===== src/rtl/fp_add_arbiter_pkg.sv =====
// ============================================================================
// Module  : fp_add_arbiter_pkg
// Brief   : shared widths, tag type and tag helper for the fp_add arbiter
// Rev     : 1.0  initial release
// ============================================================================
`default_nettype none

package fp_add_arbiter_pkg;

  localparam int c_exp   = 8;
  localparam int c_mant  = 23;
  localparam int c_width = 1 + c_exp + c_mant;
  // Tag id is sized for the largest supported requester count (16).
  localparam int c_id_w  = 4;

  typedef struct packed {
    logic              v;
    logic [c_id_w-1:0] id;
  } add_tag_t;

  function automatic add_tag_t make_tag(input logic v, input logic [c_id_w-1:0] id);
    add_tag_t t;
    t.v  = v;
    t.id = v ? id : '0;
    return t;
  endfunction

endpackage

`default_nettype wire


===== src/rtl/fp_add_arbiter_if.sv =====
// ============================================================================
// Module  : fp_add_arbiter_if
// Brief   : requester, adder and response signals of the shared fp_add port
// Rev     : 1.0  initial release
// ============================================================================
`default_nettype none

interface fp_add_arbiter_if
  import fp_add_arbiter_pkg::*;
#(
  parameter int N_REQ = 4,
  parameter int WIDTH = c_width
) ();

  logic [N_REQ-1:0]       req_valid;
  logic [N_REQ-1:0]       req_ready;
  logic [N_REQ*WIDTH-1:0] req_dataa;
  logic [N_REQ*WIDTH-1:0] req_datab;
  logic                   add_data_valid;
  logic [WIDTH-1:0]       add_dataa;
  logic [WIDTH-1:0]       add_datab;
  logic                   add_result_valid;
  logic [WIDTH-1:0]       add_result;
  logic [N_REQ-1:0]       rsp_valid;
  logic [WIDTH-1:0]       rsp_result;
  logic                   err_tag;
  logic                   busy;

  modport slave (
    input  req_valid, req_dataa, req_datab, add_result_valid, add_result,
    output req_ready, add_data_valid, add_dataa, add_datab,
           rsp_valid, rsp_result, err_tag, busy
  );

  modport master (
    output req_valid, req_dataa, req_datab, add_result_valid, add_result,
    input  req_ready, add_data_valid, add_dataa, add_datab,
           rsp_valid, rsp_result, err_tag, busy
  );

endinterface

`default_nettype wire


===== src/rtl/fp_add_arbiter_rr_arbiter.sv =====
// ============================================================================
// Module  : rr_arbiter
// Brief   : combinational round-robin one-hot grant, priority starting at ptr
// Rev     : 1.0  initial release
// ============================================================================
`default_nettype none

module rr_arbiter #(
  parameter int N     = 4,
  parameter int PTR_W = $clog2(N)
) (
  input  logic [N-1:0]     i_req,
  input  logic [PTR_W-1:0] i_ptr,
  output logic [N-1:0]     o_grant
);

  logic [N-1:0] w_mask;
  logic [N-1:0] w_hi;

  always_comb begin
    w_mask = '0;
    for (int k = 0; k < N; k++) begin
      w_mask[k] = (PTR_W'(k) >= i_ptr);
    end
  end

  // Requests at or above the pointer win; otherwise wrap to the lowest index.
  assign w_hi    = i_req & w_mask;
  assign o_grant = (|w_hi) ? (w_hi & (-w_hi)) : (i_req & (-i_req));

endmodule

`default_nettype wire


===== src/rtl/fp_add_arbiter.sv =====
// ============================================================================
// Module  : fp_add_arbiter
// Brief   : shares one pipelined fp_add between N_REQ requesters, tag-steered
// Rev     : 1.0  initial release
// ============================================================================
`default_nettype none

module fp_add_arbiter
  import fp_add_arbiter_pkg::*;
#(
  parameter int N_REQ   = 4,
  parameter int EXP     = c_exp,
  parameter int MANT    = c_mant,
  parameter int WIDTH   = 1 + EXP + MANT,
  parameter int ADD_LAT = 4,
  parameter int ID_W    = $clog2(N_REQ)
) (
  input  logic            clock,
  input  logic            clock_sreset,
  fp_add_arbiter_if.slave bus
);

  logic [ID_W-1:0]        r_rr_ptr;
  logic [N_REQ-1:0]       w_grant;
  logic [N_REQ-1:0]       w_ready;
  logic                   w_accept;
  logic [ID_W-1:0]        w_grant_id;
  logic [WIDTH-1:0]       w_sel_a;
  logic [WIDTH-1:0]       w_sel_b;
  logic                   r_add_valid;
  logic [WIDTH-1:0]       r_add_a;
  logic [WIDTH-1:0]       r_add_b;
  add_tag_t               r_issue_tag;
  add_tag_t [ADD_LAT-1:0] r_tag_pipe;
  add_tag_t               w_tail;
  logic [N_REQ-1:0]       w_rsp_onehot;
  logic [N_REQ-1:0]       r_rsp_valid;
  logic [WIDTH-1:0]       r_rsp_result;
  logic                   r_err_tag;
  logic                   w_busy;

  rr_arbiter #(
    .N     (N_REQ),
    .PTR_W (ID_W)
  ) u_rr_arbiter (
    .i_req   (bus.req_valid),
    .i_ptr   (r_rr_ptr),
    .o_grant (w_grant)
  );

  assign w_ready  = clock_sreset ? w_grant : '0;
  assign w_accept = |w_ready;

  always_comb begin
    w_grant_id = '0;
    w_sel_a    = '0;
    w_sel_b    = '0;
    for (int k = 0; k < N_REQ; k++) begin
      if (w_ready[k]) begin
        w_grant_id = ID_W'(k);
        w_sel_a    = bus.req_dataa[k*WIDTH +: WIDTH];
        w_sel_b    = bus.req_datab[k*WIDTH +: WIDTH];
      end
    end
  end

  // The issue tag rides beside add_data_valid, so the pipe tail meets result_valid.
  assign w_tail = r_tag_pipe[ADD_LAT-1];

  always_comb begin
    w_rsp_onehot = '0;
    for (int k = 0; k < N_REQ; k++) begin
      w_rsp_onehot[k] = w_tail.v && (w_tail.id == c_id_w'(k));
    end
  end

  always_comb begin
    w_busy = r_add_valid;
    for (int k = 0; k < ADD_LAT; k++) begin
      w_busy = w_busy | r_tag_pipe[k].v;
    end
  end

  always_ff @(posedge clock) begin
    if (!clock_sreset) begin
      r_rr_ptr     <= '0;
      r_add_valid  <= 1'b0;
      r_add_a      <= '0;
      r_add_b      <= '0;
      r_issue_tag  <= '0;
      r_tag_pipe   <= '0;
      r_rsp_valid  <= '0;
      r_rsp_result <= '0;
      r_err_tag    <= 1'b0;
    end else begin
      if (w_accept) begin
        r_rr_ptr <= (w_grant_id == ID_W'(N_REQ-1)) ? '0 : w_grant_id + ID_W'(1);
      end
      r_add_valid   <= w_accept;
      r_add_a       <= w_sel_a;
      r_add_b       <= w_sel_b;
      r_issue_tag   <= make_tag(w_accept, c_id_w'(w_grant_id));
      r_tag_pipe[0] <= r_issue_tag;
      for (int k = 1; k < ADD_LAT; k++) begin
        r_tag_pipe[k] <= r_tag_pipe[k-1];
      end
      if (bus.add_result_valid && w_tail.v) begin
        r_rsp_valid  <= w_rsp_onehot;
        r_rsp_result <= bus.add_result;
      end else begin
        r_rsp_valid  <= '0;
      end
      if (bus.add_result_valid != w_tail.v) begin
        r_err_tag <= 1'b1;
      end
    end
  end

  assign bus.req_ready      = w_ready;
  assign bus.add_data_valid = r_add_valid;
  assign bus.add_dataa      = r_add_a;
  assign bus.add_datab      = r_add_b;
  assign bus.rsp_valid      = r_rsp_valid;
  assign bus.rsp_result     = r_rsp_result;
  assign bus.err_tag        = r_err_tag;
  assign bus.busy           = w_busy;

endmodule

`default_nettype wire


===== src/flat_wrapper.sv =====
// flat-port wrapper written by rule: the top's interface ports become plain ports
module fp_add_arbiter_flat import fp_add_arbiter_pkg::*;
#(
  parameter int N_REQ   = 4,
  parameter int EXP     = c_exp,
  parameter int MANT    = c_mant,
  parameter int WIDTH   = 1 + EXP + MANT,
  parameter int ADD_LAT = 4,
  parameter int ID_W    = $clog2(N_REQ)
)
  (clock, clock_sreset, bus_req_valid, bus_req_dataa, bus_req_datab, bus_add_result_valid, bus_add_result, bus_req_ready, bus_add_data_valid, bus_add_dataa, bus_add_datab, bus_rsp_valid, bus_rsp_result, bus_err_tag, bus_busy);
  fp_add_arbiter_if #(.N_REQ(N_REQ), .WIDTH(WIDTH)) bus_i ();
  input  logic clock;
  input  logic clock_sreset;
  input wire logic [$bits(bus_i.req_valid)-1:0] bus_req_valid;
  input wire logic [$bits(bus_i.req_dataa)-1:0] bus_req_dataa;
  input wire logic [$bits(bus_i.req_datab)-1:0] bus_req_datab;
  input wire logic [$bits(bus_i.add_result_valid)-1:0] bus_add_result_valid;
  input wire logic [$bits(bus_i.add_result)-1:0] bus_add_result;
  output wire logic [$bits(bus_i.req_ready)-1:0] bus_req_ready;
  output wire logic [$bits(bus_i.add_data_valid)-1:0] bus_add_data_valid;
  output wire logic [$bits(bus_i.add_dataa)-1:0] bus_add_dataa;
  output wire logic [$bits(bus_i.add_datab)-1:0] bus_add_datab;
  output wire logic [$bits(bus_i.rsp_valid)-1:0] bus_rsp_valid;
  output wire logic [$bits(bus_i.rsp_result)-1:0] bus_rsp_result;
  output wire logic [$bits(bus_i.err_tag)-1:0] bus_err_tag;
  output wire logic [$bits(bus_i.busy)-1:0] bus_busy;
  assign bus_i.req_valid = bus_req_valid;
  assign bus_i.req_dataa = bus_req_dataa;
  assign bus_i.req_datab = bus_req_datab;
  assign bus_i.add_result_valid = bus_add_result_valid;
  assign bus_i.add_result = bus_add_result;
  assign bus_req_ready = bus_i.req_ready;
  assign bus_add_data_valid = bus_i.add_data_valid;
  assign bus_add_dataa = bus_i.add_dataa;
  assign bus_add_datab = bus_i.add_datab;
  assign bus_rsp_valid = bus_i.rsp_valid;
  assign bus_rsp_result = bus_i.rsp_result;
  assign bus_err_tag = bus_i.err_tag;
  assign bus_busy = bus_i.busy;
  fp_add_arbiter #(.N_REQ(N_REQ), .EXP(EXP), .MANT(MANT), .WIDTH(WIDTH), .ADD_LAT(ADD_LAT), .ID_W(ID_W)) u_core (.clock(clock), .clock_sreset(clock_sreset), .bus(bus_i));
endmodule

===== config.mk =====
export PLATFORM = sky130hd
export DESIGN_NAME = fp_add_arbiter_flat
export DESIGN_NICKNAME = d
export VERILOG_FILES = /design/src/rtl/fp_add_arbiter_pkg.sv /design/src/rtl/fp_add_arbiter_if.sv /design/src/rtl/fp_add_arbiter_rr_arbiter.sv /design/src/rtl/fp_add_arbiter.sv /design/src/flat_wrapper.sv
export SDC_FILE = /design/constraint.sdc
export NUM_CORES = 1
export LEC_CHECK = 0
export CORE_AREA = 5 5 155 157
export DETAILED_ROUTE_END_ITERATION = 6
export DIE_AREA = 0 0 160 162
export GPL_TIMING_DRIVEN = 0
export SLEW_MARGIN = 20
export SYNTH_ARGS = -nofsm -noshare
export SYNTH_HDL_FRONTEND = slang
export SYNTH_SLANG_ARGS = --single-unit

===== constraint.sdc =====
create_clock -name clock -period 1.8 [get_ports clock]
set_clock_uncertainty 0.15 [all_clocks]
set_input_delay 0.27 -clock clock [delete_from_list [all_inputs] [get_ports clock]]
set_output_delay 0.27 -clock clock [all_outputs]
set_load 0.005 [all_outputs]

Yosys cells after proc, flatten, opt, wreduce, memory -nomap -nowiden

Cells that the tools add are included.

Add/subtract/negate cells: 3
$lt $le $gt $ge: 4
Equal/unequal tests: 5
Mux-type cells: 14
Bitwise gates (word level): 7
Reduce and logical (&&, ||, !) cells: 10

Operators with widths:

| kind                  | count |
|---|---|
| $mux W32              | 8 |
| $and A4 B4 Y4         | 3 |
| $eq A4 B2 Y1 const B  | 2 |
| $mux W4               | 2 |
| $neg A4 Y4            | 2 |
| $reduce_or A4 Y1      | 2 |
| $mux W2               | 3 |
| $logic_and A1 B1 Y1   | 5 |
| $eq A4 B1 Y1 const B  | 1 |
| $ge A1 B2 Y1 const A  | 2 |
| $ge A2 B2 Y1 const A  | 2 |
| $logic_not A4 Y1      | 1 |
| $or A1 B1 Y1          | 4 |
| $reduce_and A2 Y1     | 2 |
| $add A2 B1 Y2 const B | 1 |
| $eq A2 B2 Y1 const B  | 1 |
| $mux W1               | 1 |
| $ne A1 B1 Y1          | 1 |

Bits in registers: 128
Input bits: 295
Output and inout bits: 107
Word-level logic and storage cells: 60

Longest topological paths before layout

Gate-level depths: netlist of run 1.

Depth after elaboration: 11
Mapped depth: 8
Gate-level depth less buffers: 5

Hierarchy

From an unflattened synthesis of run 1, not the netlist that was laid out.

Cell total of the unflattened synthesis: 585
Area, all modules: 5411.4 um2

By module, submodules not included:

| module         | instances | cells an instance | area an instance (um2) | seq. area each (um2) |
|---|---|---|---|---|
| fp_add_arbiter | 1         | 567               | 5302.6                 | 2362.3 |
| rr_arbiter     | 1         | 18                | 108.9                  | 0.0 |

Worst setup path after synthesis of run 1

Ideal clock, no wire load.

Path kind: reg-to-reg
Start: register u_core.r_rr_ptr[1]
End: register u_core.r_rr_ptr[1]
Setup time: 0.122 ns
Arrival time: 1.514 ns
Required time: 1.528 ns
Slack: 0.014 ns
Cell stages (with the launch flop): 8
Path buffers: 2
Period minus slack after synthesis: 1.786 ns
Cell sequence: dfxtp_1 -> buf_4 -> o21bai_2 -> a21oi_1 -> a311oi_2 -> buf_6 -> nor2_2 -> a311o_1

Cells in the longest elaborated chain, start to end: 11
Elaborated cells on any way between the ends: 17
Those cells by class: 2 x add/sub; 4 x order compare; 1 x eq/ne; 6 x mux; 2 x bitwise; 2 x reduce/logical

Ends and longest elaborated chain:

| item                                                 | line                            | source |
|---|---|---|
| start: declaration                                   | fp_add_arbiter.sv:23            | `logic [ID_W-1:0] r_rr_ptr;` |
| start signal: assignment                             | fp_add_arbiter.sv:97            | `r_rr_ptr <= (w_grant_id == ID_W'(N_REQ-1)) ? '0 : w_grant_id + ID_W'(1);` |
| $ge A1 B2 Y1                                         | fp_add_arbiter_rr_arbiter.sv:23 | `w_mask[k] = (PTR_W'(k) >= i_ptr);` |
| $and A4 B4 Y4 (*)                                    | fp_add_arbiter_rr_arbiter.sv:28 | `assign w_hi = i_req & w_mask;` |
| $neg A4 Y4                                           | fp_add_arbiter_rr_arbiter.sv:29 | `assign o_grant = (\|w_hi) ? (w_hi & (-w_hi)) : (i_req & (-i_req));` |
| $and A4 B4 Y4                                        | fp_add_arbiter_rr_arbiter.sv:29 |  |
| $mux W4 (*)                                          | fp_add_arbiter_rr_arbiter.sv:29 |  |
| $mux W4 (*)                                          | fp_add_arbiter.sv:51            | `assign w_ready = clock_sreset ? w_grant : '0;` |
| $mux W1                                              | fp_add_arbiter.sv:59            | `if (w_ready[k]) begin` |
| $mux W2 (2 in a row)                                 | fp_add_arbiter.sv:59            |  |
| $add A2 B1 Y2 / $eq A2 B2 Y1 (equally long branches) | fp_add_arbiter.sv:97            |  |
| $mux W2                                              | fp_add_arbiter.sv:97            |  |

Every way passes the cells marked *; elsewhere a longest branch is shown, timed or not.
A chain may end at the register's enable or synchronous reset.

Worst setup path after layout of run 1

Start: register u_core.r_rr_ptr[1]
End: output port bus_req_ready[0]

Cells in the longest elaborated chain, start to end: 6
Elaborated cells on any way between the ends: 10
Those cells by class: 1 x add/sub; 4 x order compare; 2 x mux; 2 x bitwise; 1 x reduce/logical

Ends and longest elaborated chain:

| item              | line                            | source |
|---|---|---|
| $ge A1 B2 Y1      | fp_add_arbiter_rr_arbiter.sv:23 |  |
| $and A4 B4 Y4 (*) | fp_add_arbiter_rr_arbiter.sv:28 |  |
| $neg A4 Y4        | fp_add_arbiter_rr_arbiter.sv:29 |  |
| $and A4 B4 Y4     | fp_add_arbiter_rr_arbiter.sv:29 |  |
| $mux W4 (*)       | fp_add_arbiter_rr_arbiter.sv:29 |  |
| $mux W4 (*)       | fp_add_arbiter.sv:51            |  |
| end: declaration  | flat_wrapper.sv:20              | `output wire logic [$bits(bus_i.req_ready)-1:0] bus_req_ready;` |

Marked as above.

==> results of run 1 <==
## logic make-up after synthesis
logic type | share of synthesized area [%]
multiplexers | 6.53
buffers and inverters | 5.51
adder cells (fa/ha/maj) | 0.255
AND/OR/NAND/NOR | 13.0
flip-flops | 48.1
AO/OA/AOI/OAI | 26.6
## what timing repair did
action / in CTS / in global routing
endpoints found under the setup margin: 103 / 72
pin swaps: 90 / 30
cloned: 6 / 1
resized for setup: 185 / 30
buffers inserted: 14 / 1
## worst reg2reg max path, cell delays in order, from the launching register on
cell and delay [ns]:
dfxtp_2 0.34, buf_6 0.12, o21bai_4 0.17, a21oi_2 0.15, a311oi_2 0.07, buf_4 0.20
buf_12 0.17, clkbuf_16 0.17, a221oi_4 0.33, a21oi_2 0.08
## power by group
part | switching (uW) | total, uW | leakage (uW) | internal, uW
sequential | 80.2 | 2910 | 0.000964 | 2830
combinational | 1030 | 2640 | 0.00261 | 1610
clock | 1320 | 3600 | 0.000302 | 2270
total | 2430 | 9150 | 0.00387 | 6710
## layout make-up
| class | instances | area [sq um] | area share (%) |
|---|---|---|---|
| Antenna cell | 1 | 2.50 | 0.0226 |
| Buffer | 52 | 437 | 3.94 |
| Clock buffer | 19 | 453 | 4.09 |
| Clock inverter | 13 | 170 | 1.54 |
| Inverter | 4 | 15.0 | 0.136 |
| Multi-Input combinational cell | 371 | 2950 | 26.7 |
| Sequential cell | 118 | 2370 | 21.4 |
| Tap cell | 285 | 357 | 3.22 |
| Timing Repair Buffer | 421 | 4320 | 39.0 |
## worst max path at each step
| stage | slack, ns | start | end |
|---|---|---|---|
| 2_1_floorplan | 0.01 | u_core.r_rr_ptr[1]$_SDFFE_PN0P_ | u_core.r_rr_ptr[1]$_SDFFE_PN0P_ |
| 3_3_place_gp | -1.41 | bus_req_valid[0] | bus_req_ready[1] |
| 3_5_place_dp | -1.34 | bus_req_valid[0] | bus_req_ready[1] |
| 4_1_cts | -0.28 | u_core.r_rr_ptr[1]$_SDFFE_PN0P_ | bus_req_ready[3] |
| 5_1_grt | -0.36 | u_core.r_rr_ptr[1]$_SDFFE_PN0P_ | bus_req_ready[0] |
| 6_report | -0.27 | u_core.r_rr_ptr[1]$_SDFFE_PN0P_ | bus_req_ready[0] |
## state kept, by name (all words and copies together) (netlist names)
name,cells
u_core.bus.rsp_result,32
u_core.bus.add_dataa,32
u_core.bus.rsp_valid,4
u_core.r_rr_ptr,2
u_core.r_tag_pipe,12
u_core.bus.err_tag,1
u_core.r_issue_tag,2
u_core.bus.add_datab,32
u_core.bus.add_data_valid,1
## through the flow
step	power (uW)	hold slack (ns)	instance area, sq um	cells
4_1_cts	9150	0.229	10800	1282
3_5_place_dp	4960	0.268	9270	1231
3_3_place_gp	4960	0.263	9270	1231
6_report	9150	0.213	11100	1284
2_1_floorplan	3630	0.254	4910	546
5_1_grt	9570	0.226	11100	1284
## layout by cell type (no fill, tap or decap), types with 8 or more instances in the layout
cell type and n:
buf_4 14, nor2b_1 33, a21oi_2 11, buf_6 9, clkbuf_16 19, buf_12 8, clkbuf_1 12, dfxtp_1 115
clkdlybuf4s50_1 391, nand2_1 66, clkbuf_2 13, mux2i_1 32, and2_1 12, a221oi_2 48, a21oi_1 56, a221oi_4 15
o21ai_0 64
## routing by layer
metal | routed length [microns] | part of all wire (%)
met2 | 12400 | 49
met3 | 2240 | 8.9
met4 | 748 | 3.0
met1 | 9820 | 39
met5 | 0 | 0
==> impl_metrics.yaml, run 1 <==
critical_path:
  cp_num_cells: 6
  ff2ff_setup_slack_ns: -0.27
  critPathRequiredTime_ns: 1.38
  crit_path_frequent_cell: "buf_6"
  rr_worst_depth: 9
  crit_type: "flip-flop to output port"
  r2r_end: "u_core.bus.add_dataa[30]$_SDFF_PN0_"
  worst-path-max-fanout: 5
  crit_slowest_cell: "dfxtp_2"
  startpoint_type: "flip-flop"
  max_stage_delay_ns: 0.35
  path_buf_inv: 3
  end_kind: "output port"
  timing.rr.start: "u_core.r_rr_ptr[1]$_SDFFE_PN0P_"
  crit_chain: "buf_6 > o21bai_4 > a21oi_2 > a311oi_2 > buf_4 > buf_6"
  cp_top_family: "compound AO/OA/AOI/OAI gates"
  worst_ep_arrival_time_ns: 1.65
sta:
  setup_viol_count_final: 71
  tightest_slew_ns: 0.528
  period_needed_ns: 2.07
  final.period_utilization_pct: 115
  relSlewSlack_pct: 64.8
  rsz0062_at_grt: "true"
  fin_setup_tns_ns: -10.79
  maxSlewViolCount: 0
  fin_ws_ns: -0.272
  max_clock_freq_mhz: 483
  final-hold-violation-count: 0
placement:
  dp_slack_ns: -1.34
  portBuffers: 400
  dp_hpwl_microns: 18900
  place_congestion: 0.847
grt:
  globalRouteTotalUtil_pct: 18.4
  grt_max_degree: 17
  grt-ovfl-total: 0
  grt_use_met3_pct: 6.29
  antenna_found_initial: 1
  grt_pass1_vias: 6205
  grt_pass1_wl_microns: 36800
  grt_use_met1_pct: 21.0
  grt-busiest-layer: "met2"
  gr-usage-met2_pct: 31.8
route:
  drtIter0Drc: 213
  postRouteAntennaNets: 0
  wl_per_cell_microns: 19.6
  drcViolationCount: 0
  drt-total-wl_microns: 25200
  dr.pass1.iters: 6
  num_vias: 5915
  routed_via_density: 4.61
power:
  p_leak_uw: 0.00387
  power.density_nw_per_um2: 826
  vdd_drop_max_uv: 475
floorplan:
  die_w_microns: 160
  start_util_pct: 21.9
  die_y_microns: 162
  placementRows: 55
  coreArea_sq_um: 22400
  io_pins: 402
  die_area_sq_um: 25900
yosys:
  synthTopCellsByCount: "118 x dfxtp_1, 67 x a21oi_1, 66 x nand2_1, 66 x o21ai_0, 63 x a221oi_1"
  synth_area_sq_um: 4910
  ys_seq_elements: 118
  syn_inst: 546
  yosysUniqueCellTypes: 32
  yosysMostFrequentCell: "dfxtp_1"
  ys.flop_type: "dfxtp_1"
  synth-edff-count: 0
  syn_avg_cell_area_sq_um: 8.99
  async_reset_ff_share_pct: 0
  yosysSeqAreaShare_pct: 48.1
  yosys_warnings: 0
  synth_top_area_share_pct: 48.1
  yosys.area.top_type: "dfxtp_1"
  synth_area_leaders: "dfxtp_1 48%, a221oi_1 11%, a21oi_1 6.8%"
  syn_nets: 842
finish:
  fin_util_pct: 49.5
  fin_nets: 1281
  fill_cells: 2106
  drive_gt1_share_pct: 18.8
  syn2layout_area_growth_pct: 126
clock_network:
  clk_latency_ns: 0.40
  clockBufferDepth: 2
  cts_num_sinks: 118
  cts_root_buf: "clkbuf_16"
  clk_pin_slew_worst_paths_ns: 0.06
  holdBufCountCts: 0
  cts_tree: "yes"
  cts_made_buffers: 17
  htreeDepth: 4
hold_path:
  worstHoldStart: "clock_sreset"
  whs_path_depth: 3
  hp-class: "input port to flip-flop"
  holdPathEnd: "u_core.bus.add_data_valid$_SDFF_PN0_"
run:
  drv_cap: 0
status:
  run_status: "complete, but fails checks"
  violations: "negative setup slack"
No activity file was read; power rests on OpenSTA's default activity.
==> run 2, diff against run 1 <==
--- a/config.mk
+++ b/config.mk
@@ -6,6 +6,7 @@
 export NUM_CORES = 1
 export LEC_CHECK = 0
 export CORE_AREA = 5 5 155 157
+export CTS_BUF_LIST = sky130_fd_sc_hd__clkbuf_2
 export DETAILED_ROUTE_END_ITERATION = 6
 export DIE_AREA = 0 0 160 162
 export GPL_TIMING_DRIVEN = 0
==> run 2 against run 1 <==
The flow finishes with violations (negative hold slack, negative setup slack). Count of clock-buffer cells in the layout fell by 2. Via count rose by 13%. Design area rose by 11%. Cell count rose by 13%.
==> impl_metrics.yaml, run 2 (synthesis results as in run 1) <==
status:
  run_status: "complete, but fails checks"
  violations: "negative hold slack, negative setup slack"
critical_path:
  cp_top_family: "flip-flops"
  critPathRequiredTime_ns: 1.38
  crit_path_frequent_cell: "buf_6"
  worst-path-max-fanout: 5
  crit_chain: "buf_6 > o21bai_4 > and3_4 > buf_12 > and2_4 > buf_6"
  ff2ff_setup_slack_ns: -0.32
  max_stage_delay_ns: 0.37
  crit_type: "flip-flop to output port"
  end_kind: "output port"
  path_buf_inv: 3
  startpoint_type: "flip-flop"
  worst_ep_arrival_time_ns: 1.92
  crit_slowest_cell: "dfxtp_2"
sta:
  max_clock_freq_mhz: 427
  tightest_slew_ns: 0.567
  fin_ws_ns: -0.541
  rsz0062_at_grt: "true"
  fin_setup_tns_ns: -13.26
  maxSlewViolCount: 0
  setup_viol_count_final: 71
  final-hold-violation-count: 1
  relSlewSlack_pct: 62.2
  final.period_utilization_pct: 130
  period_needed_ns: 2.34
  whs_ns: -0.0394
power:
  power.density_nw_per_um2: 639
  p_leak_uw: 0.00460
  finalPower_uw: 7850
  vdd_drop_max_uv: 341
floorplan:
  die_area_sq_um: 25900
  die_w_microns: 160
  io_pins: 402
  start_util_pct: 21.9
  placementRows: 55
  die_y_microns: 162
  coreArea_sq_um: 22400
hold_path:
  hp-class: "input port to flip-flop"
finish:
  fill_cells: 1946
  instances_no_fill: 1449
  syn2layout_area_growth_pct: 150
  final_cell_mix: "293 x clkdlybuf4s50_1, 149 x dlygate4sd3_1, 85 x clkbuf_2"
  final_common_cell: "clkdlybuf4s50_1"
  drive_gt1_share_pct: 29.3
  fin_nets: 1445
placement:
  dp_slack_ns: -1.34
  portBuffers: 400
  place_inst: 1231
  place_congestion: 0.847
  dp_hpwl_microns: 18900
clock_network:
  cts_root_buf: "clkbuf_2"
  cts_tree: "yes"
  cts_made_buffers: 17
  clk_pin_slew_worst_paths_ns: 0.20
  clk_latency_ns: 0.66
  cts_num_sinks: 118
  clockBufferDepth: 2
  htreeDepth: 4
route:
  num_vias: 6705
  drt-total-wl_microns: 28400
  dr.pass1.iters: 5
  wl_per_cell_microns: 19.6
  drtIter0Drc: 271
  routed_via_density: 4.63
  postRouteAntennaNets: 0
  drcViolationCount: 0
grt:
  grt_pass1_vias: 7248
  grt-ovfl-total: 0
  antenna_found_initial: 1
  grt_pass1_wl_microns: 41300
  globalRouteTotalUtil_pct: 20.4
  grt_max_degree: 17
run:
  drv_cap: 0
-- run 2: changes by cell type in the layout (fill, tap and decap cells not counted), moves of 35 or more --
cell | previous run | this run
clkdlybuf4s50_1 | 391 | 293
dfxtp_1 | 115 | 46
dlygate4sd3_1 | 0 | 149
clkbuf_2 | 13 | 85
dfxtp_2 | 2 | 70
clkdlybuf4s15_1 | 0 | 35
-- run 2: what timing repair did --
item / CTS / global route
pin swaps: 107 / 46
resized for setup: 393 / 202
endpoints found under the hold margin: 98 / 3
buffers inserted: 22 / 12
cloned: 6 / 1
hold buffers: 148 / 1
endpoints found under the setup margin: 193 / 176
-- run 2: per-stage QoR --
stage	area (sq um)	utilization [%]
after floorplan	4910	-
final	12300	54.9
after detailed placement	9270	41.4
after CTS	12100	53.9
after global placement	9270	41.4
after global routing	12300	54.9
-- run 2: cell type report --
type                       instances  area (sq um)  area share [%]
buffer                            52           513            4.18
multi-input combinational        371          3040            24.8
antenna                            2          5.00          0.0408
tap                              285           357            2.90
clock buffer                      17          85.1           0.693
sequential                       118          2460            20.0
clock inverter                    15           178            1.45
inverter                           4          15.0           0.122
timing repair buffer             585          5620            45.8
-- run 2: power breakdown --
part	total [uW]	switching [uW]	internal (uW)
combinational	2960	1170	1780
clock	1960	1180	784
sequential	2930	80.4	2850
total	7850	2430	5420
-- run 2: routing by layer --
metal | vias up | part of all wire [%] | global-route usage [%]
li1 | 3201 | - | -
met1 | 3096 | 39 | 22.7
met2 | 340 | 50 | 35.8
met3 | 68 | 7.6 | 6.75
met4 | 0 | 3.9 | 8.72
met5 | - | 0 | 0
-- run 2: final timing paths --
path / start / endpoint / cells after the start
hold reg to reg: u_core.r_tag_pipe[15]$_SDFF_PN0_ / u_core.bus.rsp_valid[2]$_SDFF_PN0_ / 1
hold / removal: clock_sreset / u_core.r_issue_tag[1]$_SDFF_PN0_ / 3
setup reg to reg: u_core.r_rr_ptr[1]$_SDFFE_PN0P_ / u_core.bus.add_datab[0]$_SDFF_PN0_ / 10
setup / recovery: u_core.r_rr_ptr[1]$_SDFFE_PN0P_ / bus_req_ready[3] / 6
-- run 2: worst register-to-register path, delay by kind of cell, from the launching register on --
kind                   cells  cell delay, ns
buffers and inverters      5            0.74
AO/OA/AOI/OAI              5            0.75
flip-flops                 1            0.37
==> run 3, diff against run 2 <==
--- a/config.mk
+++ b/config.mk
@@ -5,12 +5,13 @@
 export SDC_FILE = /design/constraint.sdc
 export NUM_CORES = 1
 export LEC_CHECK = 0
-export CORE_AREA = 5 5 155 157
+export CORE_AREA = 5 5 153 155
 export CTS_BUF_LIST = sky130_fd_sc_hd__clkbuf_2
 export DETAILED_ROUTE_END_ITERATION = 6
-export DIE_AREA = 0 0 160 162
+export DIE_AREA = 0 0 158 160
 export GPL_TIMING_DRIVEN = 0
 export SLEW_MARGIN = 20
 export SYNTH_ARGS = -nofsm -noshare
 export SYNTH_HDL_FRONTEND = slang
+export SYNTH_HIERARCHICAL = 1
 export SYNTH_SLANG_ARGS = --single-unit
==> run 3 against run 2 <==
The flow finishes with violations (negative setup slack). Largest power group unchanged. Flip-flop and latch count unchanged. Die area decreased by 2.5%. Sequential share of layout area decreased by 1.7 points. Global-route usage increased by 3.4 points. Clock power increased by 3%. Critical path type unchanged. Largest cell class unchanged.
==> impl_metrics.yaml, run 3 <==
hold_path:
  worstHoldStart: "bus_add_result[13]"
  hp-class: "input port to flip-flop"
  whs_path_depth: 3
  holdPathEnd: "u_core/bus.rsp_result[13]$_SDFFE_PN0P_"
power:
  p_leak_uw: 0.00522
  p_int_uw: 5600
  vdd_drop_max_uv: 356
  p_comb_share_pct: 40.7
  p_clk_share_pct: 24.0
  power.density_nw_per_um2: 623
  p_sw_share_pct: 33.0
  p_switching_uw: 2760
  power_frac_seq_pct: 35.3
finish:
  final_area_sq_um: 13400
  final_common_cell: "clkdlybuf4s50_1"
  fin_nets: 1566
  syn2layout_area_growth_pct: 148
  fill_cells: 1712
  final_cell_mix: "293 x clkdlybuf4s50_1, 215 x dlygate4sd3_1, 78 x clkbuf_2"
  drive_gt1_share_pct: 31.8
clock_network:
  cts_made_buffers: 17
  htreeDepth: 4
  clockBufferDepth: 2
  cts_num_sinks: 118
  cts_root_buf: "clkbuf_2"
  cts_tree: "yes"
  clk_latency_ns: 0.70
  clk_pin_slew_worst_paths_ns: 0.24
critical_path:
  crit_path_frequent_cell: "buf_6"
  cp_top_family: "flip-flops"
  path_buf_inv: 3
  timing.rr.start: "u_core/r_rr_ptr[0]$_SDFFE_PN0P_"
  startpoint_type: "flip-flop"
  r2r_end: "u_core/bus.add_datab[9]$_SDFF_PN0_"
  ff2ff_setup_slack_ns: -0.47
  worst_ep_arrival_time_ns: 1.97
  rr_worst_depth: 12
  worst-path-max-fanout: 3
  crit_type: "flip-flop to output port"
  crit_chain: "buf_6 > nand2b_4 > a21oi_2 > o21a_1 > buf_6 > and2_4 > buf_6"
  max_stage_delay_ns: 0.43
  end_kind: "output port"
  startpoint: "u_core/r_rr_ptr[0]$_SDFFE_PN0P_"
  crit_slowest_cell: "dfxtp_4"
  critPathRequiredTime_ns: 1.38
sta:
  maxSlewViolCount: 0
  period_needed_ns: 2.39
  final-hold-violation-count: 0
  whs_ns: 0.0799
  relSlewSlack_pct: 61.9
  fin_ws_ns: -0.591
  final.period_utilization_pct: 133
  setup_viol_count_final: 73
  tightest_slew_ns: 0.572
  rsz0062_at_grt: "true"
  max_clock_freq_mhz: 418
run:
  drv_cap: 0
route:
  drcViolationCount: 0
  wl_per_cell_microns: 21.0
  drt-total-wl_microns: 32900
  dr.pass1.iters: 5
  num_vias: 7523
  drtIter0Drc: 364
  postRouteAntennaNets: 0
  routed_via_density: 4.80
yosys:
  syn_avg_cell_area_sq_um: 9.25
  synth_top_area_share_pct: 43.7
  ys_seq_elements: 118
  yosys_warnings: 6
  async_reset_ff_share_pct: 0
  synth-edff-count: 0
  synthTopCellsByCount: "118 x dfxtp_1, 50 x nand2_1, 49 x o21ai_0"
  yosysUniqueCellTypes: 43
  ys.flop_type: "dfxtp_1"
  synth_area_leaders: "dfxtp_1 44%, nand3b_1 6.2%, mux2i_1 5.9%"
  synth_area_sq_um: 5410
  yosysSeqAreaShare_pct: 43.7
  yosysMostFrequentCell: "dfxtp_1"
  yosys.area.top_type: "dfxtp_1"
  syn_inst: 585
  syn_nets: 881
grt:
  grt_pass1_vias: 8100
  grt-busiest-layer: "met2"
  gr-usage-met2_pct: 41.4
  grt_use_met3_pct: 6.58
  globalRouteTotalUtil_pct: 23.8
  grt_max_degree: 17
  grt_pass1_wl_microns: 46000
  grt_use_met1_pct: 26.7
  antenna_found_initial: 5
  grt-ovfl-total: 0
status:
  run_status: "complete, but fails checks"
  violations: "negative setup slack"
floorplan:
  die_w_microns: 158
  die_y_microns: 160
  io_pins: 402
  coreArea_sq_um: 21700
  die_area_sq_um: 25300
  placementRows: 54
  start_util_pct: 25.0
placement:
  dp_hpwl_microns: 21100
  portBuffers: 400
  place_congestion: 0.824
  placed_area_sq_um: 9770
  dp_slack_ns: -1.08
-- run 3: metal layers --
metal | vias to the layer above | routed length, microns | share of wire [%]
met5 | - | 0 | 0
met4 | 0 | 1240 | 3.8
met3 | 86 | 2750 | 8.4
met2 | 429 | 16500 | 50
met1 | 3496 | 12400 | 38
li1 | 3512 | - | -
-- run 3: layout make-up --
class,count,area [sq um],area share (%)
clock buffer,17,85.1,0.634
tap,280,350,2.61
antenna,5,12.5,0.0932
buffer,51,523,3.90
sequential,118,2450,18.3
timing repair buffer,672,6470,48.2
multi-input combinational,406,3320,24.7
inverter,4,30.0,0.224
clock inverter,15,181,1.35
-- run 3: what timing repair did --
| action | in CTS | in global routing |
|---|---|---|
| buffers inserted | 33 | 16 |
| endpoints found under the hold margin | 97 | 1 |
| pin swaps | 30 | 32 |
| gates cloned | 8 | 6 |
| hold buffers | 214 | 1 |
| resized for setup | 508 | 190 |
| setup endpoints to repair | 175 | 148 |
-- run 3: worst register-to-register path, stage by stage, from the launching register on --
cell       delay [ns]
dfxtp_4          0.42
buf_6            0.13
nand2b_4         0.07
a21oi_2          0.06
o21a_1           0.20
buf_6            0.12
buf_4            0.13
buf_12           0.14
buf_12           0.13
nor2_4           0.08
and3b_2          0.27
buf_6            0.16
o2bb2ai_2        0.12
-- run 3: kinds of logic after synthesis --
group | share of synthesized area, %
AO/OA/AOI/OAI | 23.5
buffers and inverters | 6.34
multiplexers | 5.92
adder cells (fa/ha/maj) | 0.231
AND/OR/NAND/NOR | 20.3
flip-flops | 43.7
-- run 3: worst max path at each step --
| stage | cells past startpoint | slack, ns | end |
|---|---|---|---|
| floorplan | 7 | 0.002 | u_core/bus.add_datab[25]$_SDFF_PN0_ |
| finish | 7 | -0.59 | bus_req_ready[2] |
| global placement | 8 | -1.06 | u_core/bus.add_datab[18]$_SDFF_PN0_ |
| detailed placement | 8 | -1.08 | u_core/bus.add_datab[18]$_SDFF_PN0_ |
| CTS | 7 | -0.67 | bus_req_ready[2] |
| global route | 6 | -0.70 | bus_req_ready[0] |
-- run 3: per-stage QoR --
step                      power [uW]  TNS [ns]  std cells  utilization, %
final                           8360    -25.67       1568            61.9
after global routing            8740    -27.96       1568            61.9
after CTS                       8180    -26.36       1552            61.1
after detailed placement        5220    -64.65       1265            45.0
after global placement          5220    -63.85       1265            45.0
after floorplan                 3790         0        585               -
-- run 3: power by group through the flow --
stage / clock network, uW / logic, uW / registers (uW)
floorplan: 0 / 797 / 2990
global placement: 0 / 2250 / 2970
detailed placement: 0 / 2240 / 2980
CTS: 2090 / 3160 / 2930
global route: 2190 / 3580 / 2970
finish: 2010 / 3400 / 2950
